<file path="src/rtl/from_local_xy_pkg.sv">
// Shared definitions for the XY local-to-mesh injector: direction codes,
// default packet field positions and the direction decode function.
package from_local_xy_pkg;

    localparam logic [1:0] DIR_E = 2'd0;
    localparam logic [1:0] DIR_W = 2'd1;
    localparam logic [1:0] DIR_N = 2'd2;
    localparam logic [1:0] DIR_S = 2'd3;

    localparam int DX_MSB_DEFAULT = 29;
    localparam int DX_LSB_DEFAULT = 21;
    localparam int DY_MSB_DEFAULT = 20;
    localparam int DY_LSB_DEFAULT = 12;

    // dx wins over dy; a zero offset loops back through the east port.
    function automatic logic [1:0] route_dir(input logic signed [31:0] dx,
                                             input logic signed [31:0] dy,
                                             input logic route_y);
        if (dx < 0) return DIR_W;
        if (dx > 0) return DIR_E;
        if (!route_y) return DIR_E;
        if (dy > 0) return DIR_N;
        if (dy < 0) return DIR_S;
        return DIR_E;
    endfunction

endpackage

</file>
<file path="src/rtl/from_local_xy_if.sv">
// Core-side write port and the four router-side FIFO read ports of from_local_xy.
interface from_local_xy_if #(
    parameter int PACKET_WIDTH = 30
);
    logic [PACKET_WIDTH-1:0] din;
    logic                    din_wen;
    logic                    din_full;
    logic                    overflow;

    logic                    ren_east, ren_west, ren_north, ren_south;
    logic [PACKET_WIDTH-1:0] dout_east, dout_west, dout_north, dout_south;
    logic                    empty_east, empty_west, empty_north, empty_south;
    logic                    full_east, full_west, full_north, full_south;

    modport master (
        output din, din_wen, ren_east, ren_west, ren_north, ren_south,
        input  din_full, overflow,
        input  dout_east, dout_west, dout_north, dout_south,
        input  empty_east, empty_west, empty_north, empty_south,
        input  full_east, full_west, full_north, full_south
    );

    modport slave (
        input  din, din_wen, ren_east, ren_west, ren_north, ren_south,
        output din_full, overflow,
        output dout_east, dout_west, dout_north, dout_south,
        output empty_east, empty_west, empty_north, empty_south,
        output full_east, full_west, full_north, full_south
    );
endinterface

</file>
<file path="src/rtl/fifo_buffer.sv">
// Synchronous FIFO with registered occupancy; full/empty derive from the count register.
module fifo_buffer #(
    parameter int WIDTH = 30,
    parameter int DEPTH = 4
) (
    input  logic             clk,
    input  logic             rst,
    input  logic             wen,
    input  logic [WIDTH-1:0] din,
    input  logic             ren,
    output logic [WIDTH-1:0] dout,
    output logic             empty,
    output logic             full
);
    localparam int AW = $clog2(DEPTH);
    localparam logic [AW:0] FULL_CNT = DEPTH[AW:0];

    logic [WIDTH-1:0] mem [DEPTH];
    logic [AW-1:0]    wr_ptr_q, rd_ptr_q;
    logic [AW:0]      count_q;
    logic             do_wr, do_rd;

    assign do_wr = wen && !full;
    assign do_rd = ren && !empty;
    assign empty = (count_q == '0);
    assign full  = (count_q == FULL_CNT);
    assign dout  = mem[rd_ptr_q];

    always_ff @(posedge clk) begin
        if (do_wr) mem[wr_ptr_q] <= din;
    end

    always_ff @(posedge clk) begin
        if (rst) begin
            wr_ptr_q <= '0;
            rd_ptr_q <= '0;
            count_q  <= '0;
        end else begin
            if (do_wr) wr_ptr_q <= wr_ptr_q + 1'b1;
            if (do_rd) rd_ptr_q <= rd_ptr_q + 1'b1;
            count_q <= count_q + {{AW{1'b0}}, do_wr} - {{AW{1'b0}}, do_rd};
        end
    end
endmodule

</file>
<file path="src/rtl/from_local_xy.sv">
// Local-core injector: one-entry staging register steered by signed dx/dy into
// four direction FIFOs. Optional counters under FROM_LOCAL_XY_STATS_EN.
module from_local_xy
    import from_local_xy_pkg::*;
#(
    parameter int PACKET_WIDTH = 30,
    parameter int BUFFER_DEPTH = 4,
    parameter int DX_MSB       = DX_MSB_DEFAULT,
    parameter int DX_LSB       = DX_LSB_DEFAULT,
    parameter int DY_MSB       = DY_MSB_DEFAULT,
    parameter int DY_LSB       = DY_LSB_DEFAULT,
    parameter bit ROUTE_Y      = 1'b1
) (
    input  logic        clk,
    input  logic        rst,
`ifdef FROM_LOCAL_XY_STATS_EN
    input  logic        stat_clr,
    output logic [15:0] cnt_east,
    output logic [15:0] cnt_west,
    output logic [15:0] cnt_north,
    output logic [15:0] cnt_south,
    output logic [15:0] cnt_drop,
`endif
    from_local_xy_if.slave bus
);
    logic [PACKET_WIDTH-1:0] stage_q;
    logic                    stage_valid_q;
    logic                    overflow_q;
    logic [1:0]              dir;
    logic                    drain, accept, din_full, violation;
    logic [3:0]              fifo_wen, fifo_ren, fifo_empty, fifo_full;
    logic [PACKET_WIDTH-1:0] fifo_dout [4];

    assign dir = route_dir(32'($signed(stage_q[DX_MSB:DX_LSB])),
                           32'($signed(stage_q[DY_MSB:DY_LSB])), ROUTE_Y);

    assign drain     = stage_valid_q && !fifo_full[dir];
    assign din_full  = stage_valid_q && !drain;
    assign accept    = bus.din_wen && !din_full;
    assign violation = bus.din_wen && din_full;

    always_comb begin
        fifo_wen      = '0;
        fifo_wen[dir] = drain;
    end

    // Accept takes priority so a simultaneous drain refills the stage with no bubble.
    always_ff @(posedge clk) begin
        if (rst) begin
            stage_q       <= '0;
            stage_valid_q <= 1'b0;
            overflow_q    <= 1'b0;
        end else begin
            if (accept) begin
                stage_q       <= bus.din;
                stage_valid_q <= 1'b1;
            end else if (drain) begin
                stage_valid_q <= 1'b0;
            end
            if (violation) overflow_q <= 1'b1;
        end
    end

    assign fifo_ren = {bus.ren_south, bus.ren_north, bus.ren_west, bus.ren_east};

    for (genvar g = 0; g < 4; g++) begin : g_fifo
        fifo_buffer #(
            .WIDTH (PACKET_WIDTH),
            .DEPTH (BUFFER_DEPTH)
        ) u_fifo (
            .clk   (clk),
            .rst   (rst),
            .wen   (fifo_wen[g]),
            .din   (stage_q),
            .ren   (fifo_ren[g]),
            .dout  (fifo_dout[g]),
            .empty (fifo_empty[g]),
            .full  (fifo_full[g])
        );
    end

    assign bus.din_full    = din_full;
    assign bus.overflow    = overflow_q;
    assign bus.dout_east   = fifo_dout[DIR_E];
    assign bus.dout_west   = fifo_dout[DIR_W];
    assign bus.dout_north  = fifo_dout[DIR_N];
    assign bus.dout_south  = fifo_dout[DIR_S];
    assign bus.empty_east  = fifo_empty[DIR_E];
    assign bus.empty_west  = fifo_empty[DIR_W];
    assign bus.empty_north = fifo_empty[DIR_N];
    assign bus.empty_south = fifo_empty[DIR_S];
    assign bus.full_east   = fifo_full[DIR_E];
    assign bus.full_west   = fifo_full[DIR_W];
    assign bus.full_north  = fifo_full[DIR_N];
    assign bus.full_south  = fifo_full[DIR_S];

`ifdef FROM_LOCAL_XY_STATS_EN
    logic [15:0] cnt_q [4];
    logic [15:0] drop_q;

    // Saturating counters; clear wins over a same-cycle increment.
    always_ff @(posedge clk) begin
        if (rst || stat_clr) begin
            for (int i = 0; i < 4; i++) cnt_q[i] <= '0;
            drop_q <= '0;
        end else begin
            for (int i = 0; i < 4; i++) begin
                if (fifo_wen[i] && cnt_q[i] != 16'hFFFF) cnt_q[i] <= cnt_q[i] + 16'd1;
            end
            if (violation && drop_q != 16'hFFFF) drop_q <= drop_q + 16'd1;
        end
    end

    assign cnt_east  = cnt_q[DIR_E];
    assign cnt_west  = cnt_q[DIR_W];
    assign cnt_north = cnt_q[DIR_N];
    assign cnt_south = cnt_q[DIR_S];
    assign cnt_drop  = drop_q;
`endif
endmodule

</file>
<file path="src/flat_wrapper.sv">
// flat-port wrapper written by rule: the top's interface ports become plain ports
module from_local_xy_flat import from_local_xy_pkg::*;
#(
    parameter int PACKET_WIDTH = 30,
    parameter int BUFFER_DEPTH = 4,
    parameter int DX_MSB       = DX_MSB_DEFAULT,
    parameter int DX_LSB       = DX_LSB_DEFAULT,
    parameter int DY_MSB       = DY_MSB_DEFAULT,
    parameter int DY_LSB       = DY_LSB_DEFAULT,
    parameter bit ROUTE_Y      = 1'b1
)
  (clk, rst, bus_din, bus_din_wen, bus_ren_east, bus_ren_west, bus_ren_north, bus_ren_south, bus_din_full, bus_overflow, bus_dout_east, bus_dout_west, bus_dout_north, bus_dout_south, bus_empty_east, bus_empty_west, bus_empty_north, bus_empty_south, bus_full_east, bus_full_west, bus_full_north, bus_full_south);
  from_local_xy_if #(.PACKET_WIDTH(PACKET_WIDTH)) bus_i ();
  input  logic clk;
  input  logic rst;
  input wire logic [$bits(bus_i.din)-1:0] bus_din;
  input wire logic [$bits(bus_i.din_wen)-1:0] bus_din_wen;
  input wire logic [$bits(bus_i.ren_east)-1:0] bus_ren_east;
  input wire logic [$bits(bus_i.ren_west)-1:0] bus_ren_west;
  input wire logic [$bits(bus_i.ren_north)-1:0] bus_ren_north;
  input wire logic [$bits(bus_i.ren_south)-1:0] bus_ren_south;
  output wire logic [$bits(bus_i.din_full)-1:0] bus_din_full;
  output wire logic [$bits(bus_i.overflow)-1:0] bus_overflow;
  output wire logic [$bits(bus_i.dout_east)-1:0] bus_dout_east;
  output wire logic [$bits(bus_i.dout_west)-1:0] bus_dout_west;
  output wire logic [$bits(bus_i.dout_north)-1:0] bus_dout_north;
  output wire logic [$bits(bus_i.dout_south)-1:0] bus_dout_south;
  output wire logic [$bits(bus_i.empty_east)-1:0] bus_empty_east;
  output wire logic [$bits(bus_i.empty_west)-1:0] bus_empty_west;
  output wire logic [$bits(bus_i.empty_north)-1:0] bus_empty_north;
  output wire logic [$bits(bus_i.empty_south)-1:0] bus_empty_south;
  output wire logic [$bits(bus_i.full_east)-1:0] bus_full_east;
  output wire logic [$bits(bus_i.full_west)-1:0] bus_full_west;
  output wire logic [$bits(bus_i.full_north)-1:0] bus_full_north;
  output wire logic [$bits(bus_i.full_south)-1:0] bus_full_south;
  assign bus_i.din = bus_din;
  assign bus_i.din_wen = bus_din_wen;
  assign bus_i.ren_east = bus_ren_east;
  assign bus_i.ren_west = bus_ren_west;
  assign bus_i.ren_north = bus_ren_north;
  assign bus_i.ren_south = bus_ren_south;
  assign bus_din_full = bus_i.din_full;
  assign bus_overflow = bus_i.overflow;
  assign bus_dout_east = bus_i.dout_east;
  assign bus_dout_west = bus_i.dout_west;
  assign bus_dout_north = bus_i.dout_north;
  assign bus_dout_south = bus_i.dout_south;
  assign bus_empty_east = bus_i.empty_east;
  assign bus_empty_west = bus_i.empty_west;
  assign bus_empty_north = bus_i.empty_north;
  assign bus_empty_south = bus_i.empty_south;
  assign bus_full_east = bus_i.full_east;
  assign bus_full_west = bus_i.full_west;
  assign bus_full_north = bus_i.full_north;
  assign bus_full_south = bus_i.full_south;
  from_local_xy #(.PACKET_WIDTH(PACKET_WIDTH), .BUFFER_DEPTH(BUFFER_DEPTH), .DX_MSB(DX_MSB), .DX_LSB(DX_LSB), .DY_MSB(DY_MSB), .DY_LSB(DY_LSB), .ROUTE_Y(ROUTE_Y)) u_core (.clk(clk), .rst(rst), .bus(bus_i));
endmodule
</file>
<file path="config.mk">
export PLATFORM = sky130hd
export DESIGN_NAME = from_local_xy_flat
export DESIGN_NICKNAME = d
export VERILOG_FILES = /design/src/rtl/from_local_xy_pkg.sv /design/src/rtl/from_local_xy_if.sv /design/src/rtl/fifo_buffer.sv /design/src/rtl/from_local_xy.sv /design/src/flat_wrapper.sv
export SDC_FILE = /design/constraint.sdc
export NUM_CORES = 1
export LEC_CHECK = 0
export BUFFER_PORTS_ARGS = -buffer_cell sky130_fd_sc_hd__buf_2
export CORE_ASPECT_RATIO = 1.1
export CORE_MARGIN = 5
export CORE_UTILIZATION = 50
export DETAILED_ROUTE_END_ITERATION = 8
export GPL_ROUTABILITY_DRIVEN = 0
export PLACE_DENSITY = 0.8
export SETUP_SLACK_MARGIN = 0.3
export SLEW_MARGIN = 20
export SYNTH_ARGS = -nofsm -noshare
export SYNTH_HDL_FRONTEND = slang
export SYNTH_SLANG_ARGS = --single-unit
</file>
<file path="constraint.sdc">
create_clock -name clk -period 3.9 [get_ports clk]
set_input_delay 0 -clock clk [delete_from_list [all_inputs] [get_ports clk]]
set_output_delay 0 -clock clk [all_outputs]
set_load 0.03 [all_outputs]
</file>
### Word level (Yosys, flattened, before mapping)

Memories as Yosys holds them, arrays and structs flattened. A register that Yosys moved wholly into a read port is not among the register bits.
Cells that the tools add are included.

* flip-flop bits (word level): 60
* memory bits (writable): 480
* output and inout bits: 130
* memories: 4

* $add $sub $neg: 16
* $lt $le $gt $ge: 6
* equality and inequality tests: 4
* muxes and demuxes: 40
* bitwise gates (word level): 1
* reductions and logical operators: 29

Memory list
* u_core.g_fifo[0].u_fifo.mem: words 4, bits a word 30, rd ports 1, clocked after Yosys merged registers in 1, write ports 1, line fifo_buffer.sv:18 `logic [WIDTH-1:0] mem [DEPTH];`
* u_core.g_fifo[1].u_fifo.mem: words 4, bits a word 30, rd ports 1, clocked after Yosys merged registers in 1, write ports 1, line fifo_buffer.sv:18
* u_core.g_fifo[2].u_fifo.mem: words 4, bits a word 30, rd ports 1, clocked after Yosys merged registers in 1, write ports 1, line fifo_buffer.sv:18
* u_core.g_fifo[3].u_fifo.mem: words 4, bits a word 30, rd ports 1, clocked after Yosys merged registers in 1, write ports 1, line fifo_buffer.sv:18

Operator list (count)
* 2-bit 2-to-1 mux: 16
* 1-bit 2-to-1 mux: 22
* 9-bit by 1-bit > comparator with 1-bit output (second input constant): 2
* 9-bit by 1-bit less-than comparator with 1-bit output (second input constant): 2
* 2-bit by 1-bit adder with 2-bit output (second input constant): 8
* 1-bit logical AND: 13
* 3-bit by 1-bit adder with 3-bit output: 4
* 3-bit equality test (second input constant): 4
* 3-bit zero test: 4
* 3-bit by 1-bit subtractor with 3-bit output: 4
* 1-bit zero test: 11
* 4-bit AND: 1
* 2-bit by 3-bit less-than comparator with 1-bit output (second input constant): 1
* 1-bit binary-select mux with 2-bit select: 1
* 1-bit demux with 2-bit select: 1
* 2-bit by 1-bit >= comparator with 1-bit output (second input constant): 1
* 2-bit nonzero test: 1

### Logic depth before layout (Yosys ltp)

* depth in word-level cells: 21
* gate-level depth with buffers: 13
* gate-level depth less buffers: 12

### Hierarchy

From an unflattened synthesis, not the netlist that was laid out.

* cell total of the unflattened synthesis: 1120
* area total of the unflattened synthesis: 21324.2 um2

By module, submodules not included
* fifo_buffer: times used 4, cells each 207, area an instance 4804.6 um2
* from_local_xy: times used 1, cells each 292, area an instance 2105.8 um2

### Worst setup path before layout

OpenSTA, ideal clock, no wires.

* path type: register to register
* from: register u_core.g_fifo[2].u_fifo.count_q[2]
* to: register u_core.g_fifo[2].u_fifo.count_q[2]
* library setup time: 128 ps
* arrival: 2845 ps
* required time: 3772 ps
* slack: 927 ps
* cell stages (with the launch flop): 14
* path buffers: 1
* period minus slack after synthesis: 2973 ps
* path through: dfxtp_1 > nor3b_1 > nor2_1 > and4_2 > clkbuf_1 > inv_1 > ha_1 > inv_1 > ha_1 > inv_1 > fa_1 > xor2_1 > xnor2_1 > nor2_1

* longest elaborated chain between the ends: 9

RTL lines
* from (decl): line fifo_buffer.sv:20 `logic [AW:0] count_q;`
* from (signal assigned): line fifo_buffer.sv:41 `count_q <= count_q + {{AW{1'b0}}, do_wr} - {{AW{1'b0}}, do_rd};`
* 3-bit equality test *: line fifo_buffer.sv:26 `assign full = (count_q == FULL_CNT);`
* via bus_full_north: line flat_wrapper.sv:34 `output wire logic [$bits(bus_i.full_north)-1:0] bus_full_north;`
* 1-bit binary-select mux with 2-bit select: line from_local_xy.sv:37 `assign drain = stage_valid_q && !fifo_full[dir];`
* 1-bit 2-to-1 mux (implied by the code): line from_local_xy.sv:37
* 1-bit zero test: line from_local_xy.sv:37
* 1-bit logical AND: line from_local_xy.sv:37
* 4-bit AND (no source line)
* 1-bit logical AND *: line fifo_buffer.sv:23 `assign do_wr = wen && !full;`
* 3-bit by 1-bit adder with 3-bit output *: line fifo_buffer.sv:41
* 3-bit by 1-bit subtractor with 3-bit output *: line fifo_buffer.sv:41

Mark *: on every way through the listed nets, which the timed path passes. The rest lies on a longest branch. The select of a mux whose other input is x is not followed.
A chain may end at the register's enable or synchronous reset.

### Worst setup path in the final report

* from: register u_core.stage_q[12]
* to: register u_core.g_fifo[0].u_fifo.count_q[2]

* longest elaborated chain between the ends: 17

RTL lines
* from (decl): line from_local_xy.sv:26 `logic [PACKET_WIDTH-1:0] stage_q;`
* from (signal assigned): line from_local_xy.sv:55 `stage_q <= bus.din;`
* 9-bit by 1-bit less-than comparator with 1-bit output: line from_local_xy_pkg.sv:23 `if (dy < 0) return DIR_S;`
* 1-bit 2-to-1 mux (2 in series): line from_local_xy_pkg.sv:23
* 1-bit 2-to-1 mux: line from_local_xy_pkg.sv:21 `if (!route_y) return DIR_E;`
* 1-bit 2-to-1 mux: line from_local_xy_pkg.sv:20 `if (dx > 0) return DIR_E;`
* 2-bit 2-to-1 mux: line from_local_xy_pkg.sv:24 `return DIR_E;`
* 2-bit 2-to-1 mux *: line from_local_xy_pkg.sv:23
* 2-bit 2-to-1 mux *: line from_local_xy_pkg.sv:21
* 2-bit 2-to-1 mux *: line from_local_xy_pkg.sv:20
* 2-bit by 3-bit less-than comparator with 1-bit output (implied by the code), or another cell as far along: line from_local_xy.sv:44 `fifo_wen[dir] = drain;`
* 1-bit logical AND (implied by the code) or 1-bit 2-to-1 mux (tied branches): line from_local_xy.sv:44, from_local_xy.sv:37
* 1-bit 2-to-1 mux (implied by the code) or 1-bit zero test (tied branches): line from_local_xy.sv:44, from_local_xy.sv:37
* 1-bit demux with 2-bit select or 1-bit logical AND (tied branches)
* 4-bit AND (no source line) *
* 1-bit logical AND *: line fifo_buffer.sv:23
* 3-bit by 1-bit adder with 3-bit output *: line fifo_buffer.sv:41
* 3-bit by 1-bit subtractor with 3-bit output *: line fifo_buffer.sv:41
* to (signal assigned): line fifo_buffer.sv:41
* to (decl): line fifo_buffer.sv:20

Every way passes the cells marked *; elsewhere a longest branch is shown, timed or not. The select of a mux whose other input is x is not followed.

==> results.ini <==
[run_status]
outcome = finished clean

[floorplan]
dieArea_um2 = 45400
die_w_um = 204
die_h_um = 223
ios = 167
coreArea_um2 = 41000
initial_utilization = 0.503
fp-row-count = 78

[logic_synthesis]
ys_warn_count = 0
synth_most_common_cell = edfxtp_1
ys_ff_latch = 548
synth_ff_type = edfxtp_1
ys_seq_area_frac = 0.765
synth_cell_type_count = 36
yosys.area.top_type = edfxtp_1
synth_top_area_frac = 0.699
synthTopCellsByCount = edfxtp_1 (480), mux4_2 (120), dfxtp_1 (68)
synth_area_per_cell_um2 = 21.3
syn-num-nets = 1034
syn_inst = 969
synthesis.area_um2 = 20600
async_flop_share = 0
synth_edf_count = 480
synth.area.top_cells = edfxtp_1 (70%), mux4_2 (13%), dfxtp_1 (6.6%), nand2b_1 (1.8%), mux2i_1 (1.7%)

[pwr]
power.total_mw = 16.4
ir_drop_mv = 0.426
leakagePower_nw = 8.35
powerDensity_nw_per_um2 = 673

[worst_setup_path]
cp_common_cell = inv_1
cp_cell_sequence = nor3_1 > nand3_2 > a21oi_1 > inv_1 > ha_1 > inv_1 > ha_1 > inv_1 > fa_1 > xor2_1 > xnor2_1 > nor2_1
required_ns = 4.36
start_kind = flop
slowest_delay_ns = 0.48
arrival_ns = 3.64
path_buf_inv = 3
cpMaxStageDelayCell = dfxtp_1
worstPathMaxFanout = 18
cp-end-kind = flop
critPathKind = flop to flop
cp_top_family = adder cells

[cts]
cts_tree = yes
path_clk_slew_ns = 0.06
cts_buffers = 53
clk_latency_ns = 0.60
ctsResizeCount = 0
h-tree-depth = 2
cts_root_buffer = clkbuf_16
hold_buffers = 36
cts_sinks = 548
clock_path_buffers = 3
postCtsSetupBuffers = 0

[timing]
fin_tns_setup_ns = 0
max_slew_margin = 0.327
final.period_utilization = 0.815
rsz0062_at_grt = no
setup_violations = 0
drv_slew = 0
finClkSkew_ns = 0.0343
layout_min_cycle_time_ns = 3.18
final_hold_viol_count = 0
max_freq_ghz = 0.315
tightest_slew_ns = 1.01

[grt]
grt_pass1_vias = 10500
grt_pass1_wl_um = 69800
gr-total-overflow = 0
grtUsageTotal = 0.211
antenna_found_initial = 0
grt_max_degree = 55

[drt]
first_pass_iters = 5
drtAntennaViolNets = 0
drc_errors = 0
routed_wl_um = 48000
viasPerCell = 5.74
vias = 10300
wl_per_cell_um = 26.9
drtIter0Drc = 949

[layout]
synthToLayoutAreaGrowth_pct = 18.1
n_antenna_cell = 0
fill_cells = 2847
drive_gt1_frac = 0.331
finalNetCount = 1288
final_util = 0.594

[place]
dp_hpwl_um = 28900
io_buffer_count = 166

[job]
cap_violations = 0

[worst_hold_path]
hold_path.class = input pin to flop

layout make-up:
class / instances / area [µm²] / share of cell area
Multi-Input combinational cell: 358 / 4540 / 0.186
Tap cell: 520 / 651 / 0.0267
Clock buffer: 62 / 1390 / 0.0571
Clock inverter: 38 / 407 / 0.0167
Timing Repair Buffer: 238 / 1490 / 0.0611
Sequential cell: 548 / 15800 / 0.648
Inverter: 24 / 90.1 / 0.00370
metal layers:
layer,up-vias,global-route usage,part of all wire
li1,4356,-,-
met1,5357,0.278,0.38
met2,484,0.358,0.51
met3,66,0.0516,0.086
met4,0,0.0544,0.022
met5,-,0,0
cells by family (layout without fill, tap and decap cells):
kind of cell,after synthesis,count (layout),synth area share
flops,548,548,0.765
mux,154,154,0.148
simple gates,147,147,0.0413
buf+inv,63,362,0.0146
fa+ha+maj,28,28,0.0185
xor+xnor,20,20,0.00850
compound gates,9,9,0.00413
registers in the layout (all words and copies together) (netlist names), named ones only:
register and flops:
u_core.g_fifo.u_fifo.count_q 12, u_core.stage_valid_q 1, u_core.g_fifo.u_fifo.rd_ptr_q 8, u_core.bus.overflow 1, u_core.g_fifo.u_fifo.wr_ptr_q 8, u_core.stage_q 30
u_core.g_fifo.u_fifo.mem 480
tightest hold or removal path: stages:
cell and delay, ns:
dlygate4sd3_1 0.53, buf_2 0.12, nand2b_1 0.06, mux2i_1 0.06
where the power goes:
part	internal, mW	leakage (nW)	switching (mW)
clock	3.03	0.880	2.17
sequential	6.83	4.97	0.552
combinational	1.48	2.51	2.31
through the flow:
stage	hold slack (ns)	instance area [µm²]	setup WS, ns	std cells
final	0.210	24300	0.722	1788
after global routing	0.213	24300	0.483	1788
after CTS	0.181	24300	0.696	1788
after detailed placement	0.261	22200	0.737	1652
after global placement	0.256	22200	0.941	1652
after floorplan	0.142	20600	0.927	969
layout by cell type (no fill, tap or decap), drive strengths merged:
cell type	netlist	routed
a2111o	1	1
a21boi	1	1
a21oi	2	2
and2	17	17
and4	2	2
buf	15	202
bufinv	0	7
clkbuf	24	62
clkinv	0	24
clkinvlp	0	4
dfxtp	68	68
dlygate4sd3	0	36
edfxtp	480	480
fa	4	4
ha	24	24
inv	24	27
mux2i	34	34
mux4	120	120
nand2	7	7
nand2b	59	59
nand3	1	1
nand4	1	1
nor2	32	32
nor2b	11	11
nor3	5	5
nor3b	4	4
nor4	3	3
nor4b	1	1
nor4bb	2	2
o211ai	1	1
o21ba	1	1
o21bai	1	1
o311ai	1	1
o31a	1	1
or2b	1	1
or3b	1	1
xnor2	13	13
xor2	7	7
final timing paths:
path	slack (ns)	start	to	depth (start not counted)
worst min-delay path	0.21	bus_din[21]	u_core.stage_q[21]	4
worst max register to register	0.72	u_core.stage_q[12]	u_core.g_fifo[0].u_fifo.count_q[2]	12
worst min register to register	0.45	u_core.bus.overflow	u_core.bus.overflow	2
worst max-delay path	0.72	u_core.stage_q[12]	u_core.g_fifo[0].u_fifo.count_q[2]	12
Note: power is estimated with default switching activity, not from simulation.
